## config.mk

```make
export PLATFORM = sky130hd
export DESIGN_NAME = fx_reg_bank
export DESIGN_NICKNAME = d
export VERILOG_FILES = /design/src/rtl/fx_reg_bank_pkg.sv /design/src/rtl/us_timer.sv /design/src/rtl/fx_reg_bank.sv
export SDC_FILE = /design/constraint.sdc
export NUM_CORES = 1
export LEC_CHECK = 0
export ABC_AREA = 0
export BUFFER_PORTS_ARGS = -buffer_cell sky130_fd_sc_hd__clkbuf_2
export CORE_ASPECT_RATIO = 0.7
export CORE_MARGIN = 5
export CORE_UTILIZATION = 35
export CTS_BUF_LIST = sky130_fd_sc_hd__clkbuf_16
export CTS_CLUSTER_DIAMETER = 80
export CTS_CLUSTER_SIZE = 12
export DETAILED_ROUTE_END_ITERATION = 10
export PLACE_DENSITY_LB_ADDON = 0.25
export SYNTH_ARGS = -nofsm -noshare
export SYNTH_HDL_FRONTEND = slang
export SYNTH_SLANG_ARGS = --single-unit
```

## constraint.sdc

```tcl
create_clock -name clk_sys -period 4.9 [get_ports clk_sys]
set_input_delay 0.245 -clock clk_sys [delete_from_list [all_inputs] [get_ports clk_sys]]
set_output_delay 0.245 -clock clk_sys [all_outputs]
set_load 0.01 [all_outputs]
```

## src/rtl/fx_reg_bank_pkg.sv

```systemverilog
// Shared definitions for the fx register page: offsets, fixed values, CTRL bits.
package fx_reg_bank_pkg;

  localparam logic [7:0] FX_VER_VAL  = 8'h01;

  localparam logic [7:0] OFF_ID      = 8'h00;
  localparam logic [7:0] OFF_VER     = 8'h01;
  localparam logic [7:0] OFF_SCRATCH = 8'h02;
  localparam logic [7:0] OFF_CTRL    = 8'h03;
  localparam logic [7:0] OFF_TMR0    = 8'h04;
  localparam logic [7:0] OFF_TMR1    = 8'h05;
  localparam logic [7:0] OFF_TMR2    = 8'h06;
  localparam logic [7:0] OFF_TMR3    = 8'h07;

  localparam int CTRL_EN_BIT  = 0;
  localparam int CTRL_CLR_BIT = 1;

  function automatic logic [7:0] word_byte(input logic [31:0] word, input logic [1:0] idx);
    return word[8*idx +: 8];
  endfunction

endpackage

```

## src/rtl/us_timer.sv

```systemverilog
// Free-running microsecond counter with synchronous clear and a read snapshot shadow.
module us_timer
  import fx_reg_bank_pkg::*;
(
  input  logic        clk_sys,
  input  logic        rst_n,
  input  logic        tick,
  input  logic        en,
  input  logic        clr,
  input  logic        snap,
  output logic [31:0] tmr_val,
  output logic [31:0] shadow
);

  logic [31:0] cnt_q;
  logic [31:0] shadow_q;

  // Clear wins over a coincident tick; natural 32-bit wrap on overflow.
  always_ff @(posedge clk_sys or negedge rst_n) begin
    if (!rst_n) begin
      cnt_q <= '0;
    end else if (clr) begin
      cnt_q <= '0;
    end else if (en && tick) begin
      cnt_q <= cnt_q + 32'd1;
    end
  end

  // Snapshot captures the value being returned as byte0 on the same edge.
  always_ff @(posedge clk_sys or negedge rst_n) begin
    if (!rst_n) begin
      shadow_q <= '0;
    end else if (snap) begin
      shadow_q <= cnt_q;
    end
  end

  assign tmr_val = cnt_q;
  assign shadow  = shadow_q;

endmodule

```

## src/rtl/fx_reg_bank.sv

```systemverilog
// fx register page: ID/VER/SCRATCH/CTRL plus byte view of the microsecond timer.
module fx_reg_bank
  import fx_reg_bank_pkg::*;
#(
  parameter logic [7:0] BASE   = 8'h00,
  parameter logic [7:0] DEV_ID = 8'hA5
) (
  input  logic        clk_sys,
  input  logic        rst_n,
  input  logic        pluse_us,
  input  logic [15:0] fx_waddr,
  input  logic        fx_wr,
  input  logic [7:0]  fx_data,
  input  logic [15:0] fx_raddr,
  input  logic        fx_rd,
  output logic [7:0]  fx_q,
  output logic        tmr_en,
  output logic [31:0] tmr_val
);

  logic        wr_hit;
  logic        rd_hit;
  logic [7:0]  woff;
  logic [7:0]  roff;
  logic [7:0]  scratch_q;
  logic        tmr_en_q;
  logic        tmr_clr;
  logic        snap;
  logic [31:0] shadow;
  logic [7:0]  rd_data;

  assign woff   = fx_waddr[7:0];
  assign roff   = fx_raddr[7:0];
  assign wr_hit = fx_wr && (fx_waddr[15:8] == BASE);
  assign rd_hit = fx_rd && (fx_raddr[15:8] == BASE);

  assign tmr_clr = wr_hit && (woff == OFF_CTRL) && fx_data[CTRL_CLR_BIT];
  assign snap    = rd_hit && (roff == OFF_TMR0);

  always_ff @(posedge clk_sys or negedge rst_n) begin
    if (!rst_n) begin
      scratch_q <= '0;
      tmr_en_q  <= 1'b0;
    end else if (wr_hit) begin
      if (woff == OFF_SCRATCH) scratch_q <= fx_data;
      if (woff == OFF_CTRL)    tmr_en_q  <= fx_data[CTRL_EN_BIT];
    end
  end

  us_timer u_timer (
    .clk_sys (clk_sys),
    .rst_n   (rst_n),
    .tick    (pluse_us),
    .en      (tmr_en_q),
    .clr     (tmr_clr),
    .snap    (snap),
    .tmr_val (tmr_val),
    .shadow  (shadow)
  );

  // Mux sees pre-write register values, so a same-cycle write is not visible.
  always_comb begin
    rd_data = 8'h00;
    if (fx_raddr[15:8] == BASE) begin
      case (roff)
        OFF_ID:      rd_data = DEV_ID;
        OFF_VER:     rd_data = FX_VER_VAL;
        OFF_SCRATCH: rd_data = scratch_q;
        OFF_CTRL:    rd_data = {7'b0, tmr_en_q};
        OFF_TMR0:    rd_data = word_byte(tmr_val, 2'd0);
        OFF_TMR1:    rd_data = word_byte(shadow, 2'd1);
        OFF_TMR2:    rd_data = word_byte(shadow, 2'd2);
        OFF_TMR3:    rd_data = word_byte(shadow, 2'd3);
        default:     rd_data = 8'h00;
      endcase
    end
  end

  always_ff @(posedge clk_sys or negedge rst_n) begin
    if (!rst_n) begin
      fx_q <= '0;
    end else if (fx_rd) begin
      fx_q <= rd_data;
    end
  end

  assign tmr_en = tmr_en_q;

endmodule

```

Word-level counts from Yosys, hierarchy flattened:

Cells that the tools add are included.

* word-level logic and storage cells: 31
* bits in registers: 81
* bits of input ports: 45
* output and inout port bits: 41

* equality and inequality tests: 9
* multiplexer cells: 4
* $add $sub $neg: 1
* reduce and logical (&&, ||, !) cells: 12

Operator list (count)
* $mux 32: 2
* $pmux 8 s8: 1
* $add 32x1->32 const B: 1
* $eq 8x2->1 const B: 4
* $eq 8x3->1 const B: 4
* $logic_not 8->1: 3
* $eq 8x1->1 const B: 1
* $mux 8: 1
* $logic_and 1x1->1: 6
* $reduce_and 2->1: 2
* $reduce_bool 2->1: 1

Depth between registers and ports, before layout:

Gate-level depths: netlist of the first run.

* depth after elaboration: 5
* mapped depth: 7
* gate-level depth less buffers: 5

Cells and area by module:

A second synthesis of the first run with hierarchy kept.

* cells, all modules: 353
* area, all modules: 4100.2 um2

Modules (own cells, without submodules)
* us_timer: area an instance 2921.6 um2, cells an instance 251, instances 1, sequential area each 1601.5 um2
* fx_reg_bank: area an instance 1178.6 um2, cells an instance 102, instances 1, sequential area each 425.4 um2

Least setup slack after synthesis of the first run:

No wires, ideal clock.

* path kind: reg2reg
* from: register u_timer.cnt_q[0] (netlist: u_timer.tmr_val[0])
* to: register u_timer.cnt_q[26] (netlist: u_timer.tmr_val[26])
* clock period less this slack: 2.074 ns
* setup time: 0.077 ns
* data required time: 4.823 ns
* arrival: 1.996 ns
* slack: 2.826 ns
* stages on the path, launching flop included: 6
* path buffers: 0
* cells stage by stage: dfrtp_1 -> ha_1 -> nand4_2 -> or4_4 -> or4_1 -> a21oi_1

* word-level cells in the longest chain between the ends: 3

Ends and longest elaborated chain
* start: declaration: RTL line us_timer.sv:15 `logic [31:0] cnt_q;`
* start signal: assignment: RTL line us_timer.sv:25 `cnt_q <= cnt_q + 32'd1;`
* $add 32x1->32: RTL line us_timer.sv:25
* $mux 32: RTL line us_timer.sv:24 `end else if (en && tick) begin`
* $mux 32: RTL line us_timer.sv:22 `end else if (clr) begin`

No other way between the ends. The select of a mux whose other input is x is not followed.
A chain may end at the register's enable or synchronous reset.

Final worst setup path of the first run:

Ends and elaborated chain as after synthesis.

==> results of run 1 <==
==> registers in the layout (all words and copies together) (netlist names) <==
| name | flops |
|---|---|
| fx_q | 8 |
| scratch_q | 8 |
| tmr_en | 1 |
| u_timer.shadow | 24 |
| u_timer.tmr_val | 32 |
==> synthesized netlist by cell type (2+ instances only) <==
library cell / n / share of area (%)
dfrtp_1: 73 / 49
mux2_2: 34 / 10
a21oi_1: 22 / 3.0
inv_1: 20 / 2.0
nand3_1: 15 / 2.0
nor2_1: 15 / 1.5
nand2_1: 14 / 1.4
or4_1: 13 / 2.6
o21ai_0: 12 / 1.6
o31ai_1: 11 / 2.2
o22ai_1: 9 / 1.5
xnor2_1: 9 / 2.1
nand4_1: 8 / 1.3
nor4_1: 8 / 1.3
and4_1: 7 / 1.6
clkbuf_1: 7 / 0.71
buf_2: 5 / 0.67
mux2i_1: 5 / 1.3
nor3_1: 5 / 0.67
or3_1: 5 / 0.84
a22oi_1: 4 / 0.81
buf_6: 4 / 1.2
nor2b_1: 4 / 0.67
nand3b_1: 3 / 0.61
nand4_2: 3 / 1.0
buf_4: 2 / 0.40
mux4_2: 2 / 1.2
o21bai_1: 2 / 0.40
o2bb2ai_1: 2 / 0.47
xor2_1: 2 / 0.47
==> cell families after synthesis <==
group | after synthesis | share of synthesized area, %
multiplexers | 42 | 13.2
adder cells (fa/ha/maj) | 1 | 0.337
AO/OA/AOI/OAI | 69 | 11.7
XOR/XNOR | 11 | 2.59
AND/OR/NAND/NOR | 109 | 18.0
flip-flops | 73 | 49.1
buffers and inverters | 38 | 5.01
==> stage by stage <==
stage                     worst slack, ns  hold slack, ns  cell area, sq um  std cells
final                                2.51           0.139              4560        559
after global routing                 2.37           0.148              4560        559
after CTS                            2.50           0.142              4560        559
after detailed placement             2.38           0.488              4200        543
after global placement               2.45           0.482              4200        543
after floorplan                      2.83         -0.0506              3720        343
==> report_power, final <==
group	leakage (nW)	switching (mW)	internal, mW
sequential	1.00	0.000130	0.603
clock	0.174	0.251	0.544
combinational	0.956	0.0318	0.0197
==> critical path, delay by kind of cell (launching register included) <==
family	cells	cell delay (ns)
fa+ha+maj	1	0.23
flops	1	0.48
compound gates	1	0.15
simple gates	3	1.45
==> worst min-delay path by stage <==
stage	end	from	cells past startpoint
floorplan	fx_q[0]	rst_n	0
global placement	u_timer.shadow[18]	u_timer.shadow[18]	1
detailed placement	scratch_q[7]	fx_data[7]	2
CTS	scratch_q[7]	fx_data[7]	2
global route	scratch_q[7]	fx_data[7]	2
finish	u_timer.tmr_val[28]	rst_n	2
==> layer usage <==
metal / up-vias / routed length, um
met1: 1514 / 4960
li1: 1450 / -
met2: 87 / 4260
met4: 0 / 131
met3: 15 / 552
met5: - / 0
==> area by class of cell <==
class                   instances  area (sq um)  share of cell area (%)
clock buffers                   9           225                    4.94
clock inverters                 7           133                    2.91
inverters                      20          75.1                    1.65
multi-input cells             232          1700                    37.4
flip-flops and latches         73          1830                    40.0
well taps                     132           165                    3.62
repair buffers                 86           433                    9.49
==> impl_metrics.py, run 1 <==
metrics = {
    "status": {
        "status": "complete, no violations",
    },
    "layout": {
        "layout-drive-gt1-share_pct": 34.0,
        "finalNetCount": 468,
        "area_growth_pct": 22.7,
        "final_common_cell": "clkbuf_2",
        "antenna_cells": 0,
        "fin_util_pct": 44.0,
        "fillCellCount": 979,
        "layout_common_cells": "clkbuf_2 (84), dfrtp_1 (73), mux2_2 (34)",
    },
    "placed_design": {
        "gp_congestion": 0.859,
        "io_buffer_count": 85,
        "dp_hpwl_mm": 7.22,
    },
    "detailed_routing": {
        "drt_iter0_drc": 202,
        "wl_mm": 9.90,
        "drcViolationCount": 0,
        "viasPerCell": 5.48,
        "num_vias": 3066,
        "ant_nets": 0,
        "wl_per_cell_um": 17.7,
        "first_pass_iters": 4,
    },
    "timing": {
        "tightest_slew_ns": 0.945,
        "skew_ns": 0.00553,
        "maxSlewViolCount": 0,
        "relSlewSlack_pct": 37.0,
        "finalCritPeriodShare_pct": 48.8,
        "finalHoldViolCount": 0,
        "max_freq_ghz": 0.418,
        "rsz0062_at_grt": "no",
        "setup_viol": 0,
        "fin_crit_ns": 2.39,
        "setup_tns_ns": 0,
    },
    "floorplanning": {
        "die_h_um": 96.2,
        "initial_utilization_pct": 35.9,
        "core-area_sq_um": 10400,
        "dieArea_sq_um": 12800,
        "fp-row-count": 31,
        "die_w_um": 133,
        "pin_count": 86,
    },
    "clock_tree": {
        "cts_tree": "built",
        "cts_resized": 0,
        "worstSkewPairLatency_ns": 0.33,
        "cts_max_level": 3,
        "clock-sinks": 73,
        "clock-root-buffer": "clkbuf_16",
        "cts_buffer_depth": 2,
        "holdBufCountCts": 0,
        "clk_pin_slew_ns": 0.05,
        "cts_buffers": 9,
        "post_cts_buffers": 0,
    },
    "synthesis": {
        "synth_cells": 343,
        "synth-seq-cells": 73,
        "syn-num-nets": 389,
        "synth-edff-count": 0,
        "ys_async_sr_fraction_pct": 100,
        "ys_warn_count": 0,
        "syn_area_sq_um": 3720,
        "seq_area_frac_synth_pct": 49.1,
        "synthFlopType": "dfrtp_1",
        "synthDistinctLibCells": 48,
        "syn_avg_cell_area_sq_um": 10.8,
    },
    "global_route": {
        "overflow": 0,
        "grt_use_met1_pct": 23.3,
        "grt_use_met2_pct": 23.2,
        "grt_pass1_wl_mm": 16.1,
        "grt_usage_pct": 16.2,
        "grt_pass1_vias": 3005,
        "grt_max_degree": 74,
        "grt_use_met3_pct": 4.96,
        "grt_antenna_before_repair": 0,
        "grt.busiest_layer": "met1",
    },
    "setup_path": {
        "path_class": "reg -> reg",
        "reg2reg_depth": 5,
        "slowest_stage": "or4_4",
        "crit_chain": "ha_1 -> nand4_2 -> or4_4 -> or4_1 -> a21oi_1",
        "path_max_fanout": 14,
        "cp.arrival_ns": 2.64,
        "required_ns": 5.15,
        "cp-startpoint": "u_timer.tmr_val[0]",
        "endpoint_kind": "register",
        "r2r-start": "u_timer.tmr_val[0]",
        "reg2reg_to": "u_timer.tmr_val[26]",
        "setup.worst_path.end": "u_timer.tmr_val[26]",
        "r2r_slack_ns": 2.51,
        "slowest_delay_ns": 0.70,
        "start_kind": "register",
    },
    "hold_path": {
        "min_path_type": "in -> async",
    },
    "power_and_ir_drop": {
        "max-vdd-ir-drop_mv": 0.151,
        "p_per_area_nw_per_um2": 318,
        "total_power_mw": 1.45,
        "p_leak_nw": 2.13,
    },
    "run": {
        "maxCapViolations": 0,
    },
}
(Power assumes the default switching activity.)
==> run 2, diff against run 1 <==
==> constraint.sdc (replaced) <==
create_clock -name clk_sys -period 1.9 [get_ports clk_sys]
set_input_delay 0.095 -clock clk_sys [delete_from_list [all_inputs] [get_ports clk_sys]]
set_output_delay 0.095 -clock clk_sys [all_outputs]
set_load 0.01 [all_outputs]
==> run 2 against run 1 <==
Cell count rose by 12%. Global-route usage rose by 2.1 points. Non-clock buffer count rose by 66. The flow now finishes with violations (negative setup slack). Routed wire length rose by 13%. Critical path type unchanged. Sequential power rose to 2.6 times the previous value. Highest routed layer unchanged. Sequential cell count did not move. Via count rose by 9.5%. First-iteration DRC count rose by 32%. Critical endpoint is now u_timer.tmr_val[27]. Register-to-register slack got worse by 2.6 ns. Critical path depth did not move.
==> impl_metrics.py, run 2 (same netlist as run 1, synthesis figures left out) <==
metrics = {
    "status": {
        "status": "complete, but fails checks",
        "violations": "negative setup slack",
    },
    "detailed_routing": {
        "drcViolationCount": 0,
        "first_pass_iters": 4,
        "num_vias": 3356,
        "ant_nets": 0,
        "wl_per_cell_um": 17.9,
        "viasPerCell": 5.36,
        "drt_iter0_drc": 266,
        "wl_mm": 11.2,
    },
    "clock_tree": {
        "clock-root-buffer": "clkbuf_16",
        "clock-sinks": 73,
        "worstSkewPairLatency_ns": 0.34,
        "cts_buffers": 9,
        "cts_tree": "built",
        "clk_pin_slew_ns": 0.06,
        "cts_buffer_depth": 2,
        "cts_max_level": 3,
    },
    "timing": {
        "skew_ns": 0.0104,
        "tightest_slew_ns": 0.417,
        "max_freq_ghz": 0.509,
        "finalHoldViolCount": 0,
        "rsz0062_at_grt": "yes",
        "finalCritPeriodShare_pct": 103,
        "relSlewSlack_pct": 71.5,
        "setup_viol": 10,
        "fin_crit_ns": 1.96,
        "maxSlewViolCount": 0,
        "setup_slack_ns": -0.0650,
        "setup_tns_ns": -0.353,
    },
    "hold_path": {
        "holdPathStages": 3,
        "hold-path-endpoint": "tmr_en",
        "worstHoldStart": "fx_data[0]",
        "min_path_type": "in -> reg",
    },
    "setup_path": {
        "endpoint_kind": "register",
        "required_ns": 2.17,
        "start_kind": "register",
        "r2r_slack_ns": -0.06,
        "reg2reg_to": "u_timer.tmr_val[27]",
        "path_max_fanout": 5,
        "path_class": "reg -> reg",
        "cp.arrival_ns": 2.23,
        "r2r-start": "u_timer.tmr_val[10]",
        "reg2reg_depth": 5,
    },
    "layout": {
        "fillCellCount": 916,
        "fin_util_pct": 50.4,
        "finalNetCount": 535,
        "final_common_cell": "clkbuf_2",
        "antenna_cells": 0,
        "layout_common_cells": "clkbuf_2 (84), dfrtp_1 (64), buf_4 (56)",
        "layout-drive-gt1-share_pct": 47.2,
        "largest_reg_flops": 32,
        "area_growth_pct": 40.4,
    },
    "floorplanning": {
        "pin_count": 86,
        "die_w_um": 133,
        "dieArea_sq_um": 12800,
        "initial_utilization_pct": 35.9,
        "die_h_um": 96.2,
        "fp-row-count": 31,
        "core-area_sq_um": 10400,
    },
    "placed_design": {
        "gp_congestion": 0.847,
        "dp_hpwl_mm": 8.01,
        "io_buffer_count": 85,
    },
    "global_route": {
        "grt_max_degree": 74,
        "grt_pass1_vias": 3399,
        "grt_pass1_wl_mm": 18.0,
        "overflow": 0,
        "grt_antenna_before_repair": 0,
        "grt_usage_pct": 18.3,
    },
    "power_and_ir_drop": {
        "max-vdd-ir-drop_mv": 0.417,
        "p_leak_nw": 2.50,
        "p_per_area_nw_per_um2": 669,
    },
    "run": {
        "maxCapViolations": 0,
    },
}
## run 2: cell types whose count changed in the layout (fill, tap and decap cells not counted), sizes merged
cell / change
buf: +60
dlygate4sd3: +6
bufinv: -2
clkinv: +1
clkinvlp: +1
or4: +1
## run 2: report_power, final
| part | total (mW) | internal, mW | switching, mW |
|---|---|---|---|
| sequential | 1.56 | 1.56 | 0.000182 |
| combinational | 0.156 | 0.0690 | 0.0866 |
| clock | 1.78 | 1.13 | 0.649 |
| total | 3.49 | 2.76 | 0.736 |
## run 2: stage by stage
step                      total power [mW]  setup slack, ns  cell area, sq um  hold WS [ns]  instances
after floorplan                       1.63         0.000910              3740        -0.201        343
after global placement                1.73          -0.0361              4630         0.157        593
after detailed placement              1.73          -0.0794              4630         0.157        593
after CTS                             3.53          -0.0416              5140       0.00167        625
after global routing                  3.61           -0.130              5220        0.0308        626
final                                 3.49          -0.0650              5220        0.0139        626
## run 2: cell type report
cell class | instances | area, sq um | share of cell area (%)
Timing Repair Buffer | 152 | 1000 | 19.2
Sequential cell | 73 | 1840 | 35.2
Clock buffer | 9 | 225 | 4.31
Inverter | 20 | 75.1 | 1.44
Clock inverter | 7 | 85.1 | 1.63
Tap cell | 132 | 165 | 3.16
Multi-Input combinational cell | 233 | 1830 | 35.0
## run 2: timing repair
item / 4_1_cts / 5_1_grt
cloned: 2 / 0
resized for setup: 12 / 16
hold buffers: 6 / 0
hold endpoints to repair: 78 / 0
pin swaps: 8 / 5
setup buffers: 8 / 2
setup endpoints to repair: 9 / 17
## run 2: critical path, cell delays in order (launching register included)
cell	delay [ns]
dfrtp_1	0.41
nand3_2	0.12
or4_4	0.59
buf_12	0.17
or4_1	0.46
a21oi_1	0.16
## run 2: worst max-delay path by stage
stage / startpoint / endpoint / slack (ns) / cells after the start
2_1_floorplan: u_timer.tmr_val[9] / u_timer.tmr_val[29] / 0.0009 / 6
3_3_place_gp: u_timer.tmr_val[7] / u_timer.tmr_val[29] / -0.04 / 6
3_5_place_dp: u_timer.tmr_val[0] / u_timer.tmr_val[14] / -0.08 / 6
4_1_cts: u_timer.tmr_val[0] / u_timer.tmr_val[30] / -0.04 / 5
5_1_grt: u_timer.tmr_val[0] / u_timer.tmr_val[30] / -0.13 / 5
6_report: u_timer.tmr_val[10] / u_timer.tmr_val[27] / -0.06 / 5
## run 2: metal layers
metal	global-route usage [%]	share of wire [%]
met3	5.28	7.6
met5	0	0
met1	25.9	48
met4	4.54	0.66
met2	27.7	44
==> run 3, diff against run 2 <==
--- a/config.mk
+++ b/config.mk
@@ -7,14 +7,16 @@
 export LEC_CHECK = 0
 export ABC_AREA = 0
 export BUFFER_PORTS_ARGS = -buffer_cell sky130_fd_sc_hd__clkbuf_2
+export CELL_PAD_IN_SITES_DETAIL_PLACEMENT = 2
+export CELL_PAD_IN_SITES_GLOBAL_PLACEMENT = 2
 export CORE_ASPECT_RATIO = 0.7
 export CORE_MARGIN = 5
-export CORE_UTILIZATION = 35
+export CORE_UTILIZATION = 31
 export CTS_BUF_LIST = sky130_fd_sc_hd__clkbuf_16
 export CTS_CLUSTER_DIAMETER = 80
 export CTS_CLUSTER_SIZE = 12
 export DETAILED_ROUTE_END_ITERATION = 10
-export PLACE_DENSITY_LB_ADDON = 0.25
+export PLACE_DENSITY_LB_ADDON = 0.1
 export SYNTH_ARGS = -nofsm -noshare
 export SYNTH_HDL_FRONTEND = slang
 export SYNTH_SLANG_ARGS = --single-unit
==> run 3 against run 2 <==
The flow still finishes with violations (negative setup slack). Cell count increased by 5.1%. Clock power grew 9.6%. Largest cell class is now multi-input combinational cells. First-iteration DRC count fell by 52%. Combinational power is 6% higher. Fmax is 1.7% lower. Worst setup slack got worse by 0.035 ns. Die area grew 12%. Hold slack worse by 0.00093 ns. Highest routed layer unchanged.
==> impl_metrics.py, run 3 (same netlist as run 1, synthesis figures left out) <==
metrics = {
    "power_and_ir_drop": {
        "p_int_mw": 2.90,
        "pwr-share-clk_pct": 53.1,
        "switchingPower_mw": 0.770,
        "seq_power_share_pct": 42.4,
        "p_leak_nw": 2.55,
        "max-vdd-ir-drop_mv": 0.375,
        "p_per_area_nw_per_um2": 685,
        "pwr-share-comb_pct": 4.5,
        "p_sw_share_pct": 21.0,
    },
    "clock_tree": {
        "clk_pin_slew_ns": 0.06,
        "cts_tree": "built",
        "cts_buffer_depth": 2,
        "cts_max_level": 3,
        "clock-root-buffer": "clkbuf_16",
        "clock-sinks": 73,
        "worstSkewPairLatency_ns": 0.34,
        "cts_buffers": 9,
    },
    "setup_path": {
        "path_max_fanout": 8,
        "cp-startpoint": "u_timer.tmr_val[1]",
        "crit_chain": "buf_6 -> nand4_1 -> or4_4 -> buf_12 -> or4_1 -> a21oi_2",
        "reg2reg_depth": 6,
        "endpoint_kind": "register",
        "r2r-start": "u_timer.tmr_val[1]",
        "required_ns": 2.16,
        "start_kind": "register",
        "reg2reg_to": "u_timer.tmr_val[23]",
        "r2r_slack_ns": -0.1,
        "path_class": "reg -> reg",
        "cpLargestDelayFamily": "simple AND/OR/NAND/NOR gates",
        "slowest_delay_ns": 0.55,
        "slowest_stage": "or4_4",
        "cp.arrival_ns": 2.26,
        "crit_buf_inv": 2,
    },
    "timing": {
        "max_freq_ghz": 0.500,
        "skew_ns": 0.00713,
        "rsz0062_at_grt": "yes",
        "fin_crit_ns": 2.00,
        "finalCritPeriodShare_pct": 105,
        "finalHoldViolCount": 0,
        "tightest_slew_ns": 0.534,
        "setup_viol": 12,
        "relSlewSlack_pct": 64.2,
        "maxSlewViolCount": 0,
        "setup_slack_ns": -0.0997,
    },
    "hold_path": {
        "min_path_type": "in -> reg",
        "hold-path-endpoint": "scratch_q[3]",
        "worstHoldStart": "fx_data[3]",
        "holdPathStages": 2,
    },
    "global_route": {
        "overflow": 0,
        "grt_max_degree": 31,
        "grt_usage_pct": 19.8,
        "grt_pass1_wl_mm": 21.8,
        "grt_antenna_before_repair": 0,
        "grt_pass1_vias": 3820,
    },
    "status": {
        "status": "complete, but fails checks",
        "violations": "negative setup slack",
    },
    "layout": {
        "fin_util_pct": 45.7,
        "antenna_cells": 0,
        "finalNetCount": 542,
        "multiInputGateArea_sq_um": 1840,
        "design_area_sq_um": 5360,
        "largest_reg_flops": 32,
        "layout_common_cells": "clkbuf_2 (84), dfrtp_1 (64), buf_4 (62)",
        "area_growth_pct": 44.1,
        "fillCellCount": 1237,
        "final_common_cell": "clkbuf_2",
        "fin_cells": 658,
        "layout-drive-gt1-share_pct": 49.3,
        "register_area_sq_um": 1840,
    },
    "floorplanning": {
        "core-area_sq_um": 11700,
        "initial_utilization_pct": 31.7,
        "dieArea_sq_um": 14300,
        "pin_count": 86,
        "die_h_um": 102,
        "fp-row-count": 33,
        "die_w_um": 141,
    },
    "detailed_routing": {
        "ant_nets": 0,
        "wl_mm": 14.3,
        "viasPerCell": 5.28,
        "drt_iter0_drc": 127,
        "first_pass_iters": 6,
        "wl_per_cell_um": 21.7,
        "drcViolationCount": 0,
        "num_vias": 3475,
    },
    "placed_design": {
        "numPlacedInstances": 623,
        "post-place-ws_ns": -0.133,
        "dp_hpwl_mm": 10.1,
        "placed_area_sq_um": 4700,
        "io_buffer_count": 85,
        "gp_congestion": 0.811,
    },
    "run": {
        "maxCapViolations": 0,
    },
}
-- run 3: cell count changes in the layout (fill, tap and decap cells not counted), moves of 3 or more --
cell,previous run,this run
buf_6,1,4
a21oi_2,6,9
a21oi_1,16,13
buf_4,56,62
o31ai_2,3,0
-- run 3: through the flow --
stage	hold WS (ns)	TNS, ns	total power, mW
floorplan	-0.201	0	1.63
global placement	-0.0356	-0.308	1.74
detailed placement	-0.0345	-1.02	1.74
CTS	0.00134	-0.419	3.71
global route	0.00963	-1.40	3.79
finish	0.0130	-0.597	3.67
-- run 3: area by class of cell --
cell class                 instances  share of cell area [%]
clock buffer                       9                    4.20
clock inverter                     7                    2.06
inverter                          20                    1.40
multi-input combinational        232                    34.4
sequential                        73                    34.3
tap                              157                    3.67
timing repair buffer             160                    20.0
-- run 3: metal layers --
| metal | share of wire, % | wire, um | track usage, % |
|---|---|---|---|
| met5 | 0 | 0 | 0 |
| met4 | 0.68 | 97 | 3.57 |
| met3 | 3.4 | 478 | 4.06 |
| met2 | 47 | 6750 | 32.2 |
| met1 | 49 | 6940 | 27.8 |
-- run 3: power by group through the flow --
stage                     clock network, mW  logic [mW]  registers, mW
after floorplan                           0      0.0444           1.58
after global routing                   2.05       0.182           1.55
final                                  1.95       0.165           1.56
after CTS                              1.99       0.168           1.55
after detailed placement                  0       0.159           1.58
after global placement                    0       0.154           1.58
-- run 3: what timing repair did --
| action | in CTS | in global routing |
|---|---|---|
| pin swaps | 12 | 20 |
| hold buffers | 5 | 0 |
| gates cloned | 0 | 1 |
| endpoints found under the hold margin | 77 | 0 |
| gates resized for setup | 12 | 25 |
| setup buffers | 8 | 5 |
| endpoints found under the setup margin | 19 | 19 |
-- run 3: worst max path at each step --
stage                                     end  slack, ns  cells after the start
after floorplan           u_timer.tmr_val[29]     0.0009                      6
after global placement    u_timer.tmr_val[31]      -0.05                      5
after detailed placement  u_timer.tmr_val[14]      -0.13                      6
after CTS                 u_timer.tmr_val[31]      -0.08                      6
after global routing      u_timer.tmr_val[13]      -0.14                      7
final                     u_timer.tmr_val[23]       -0.1                      6
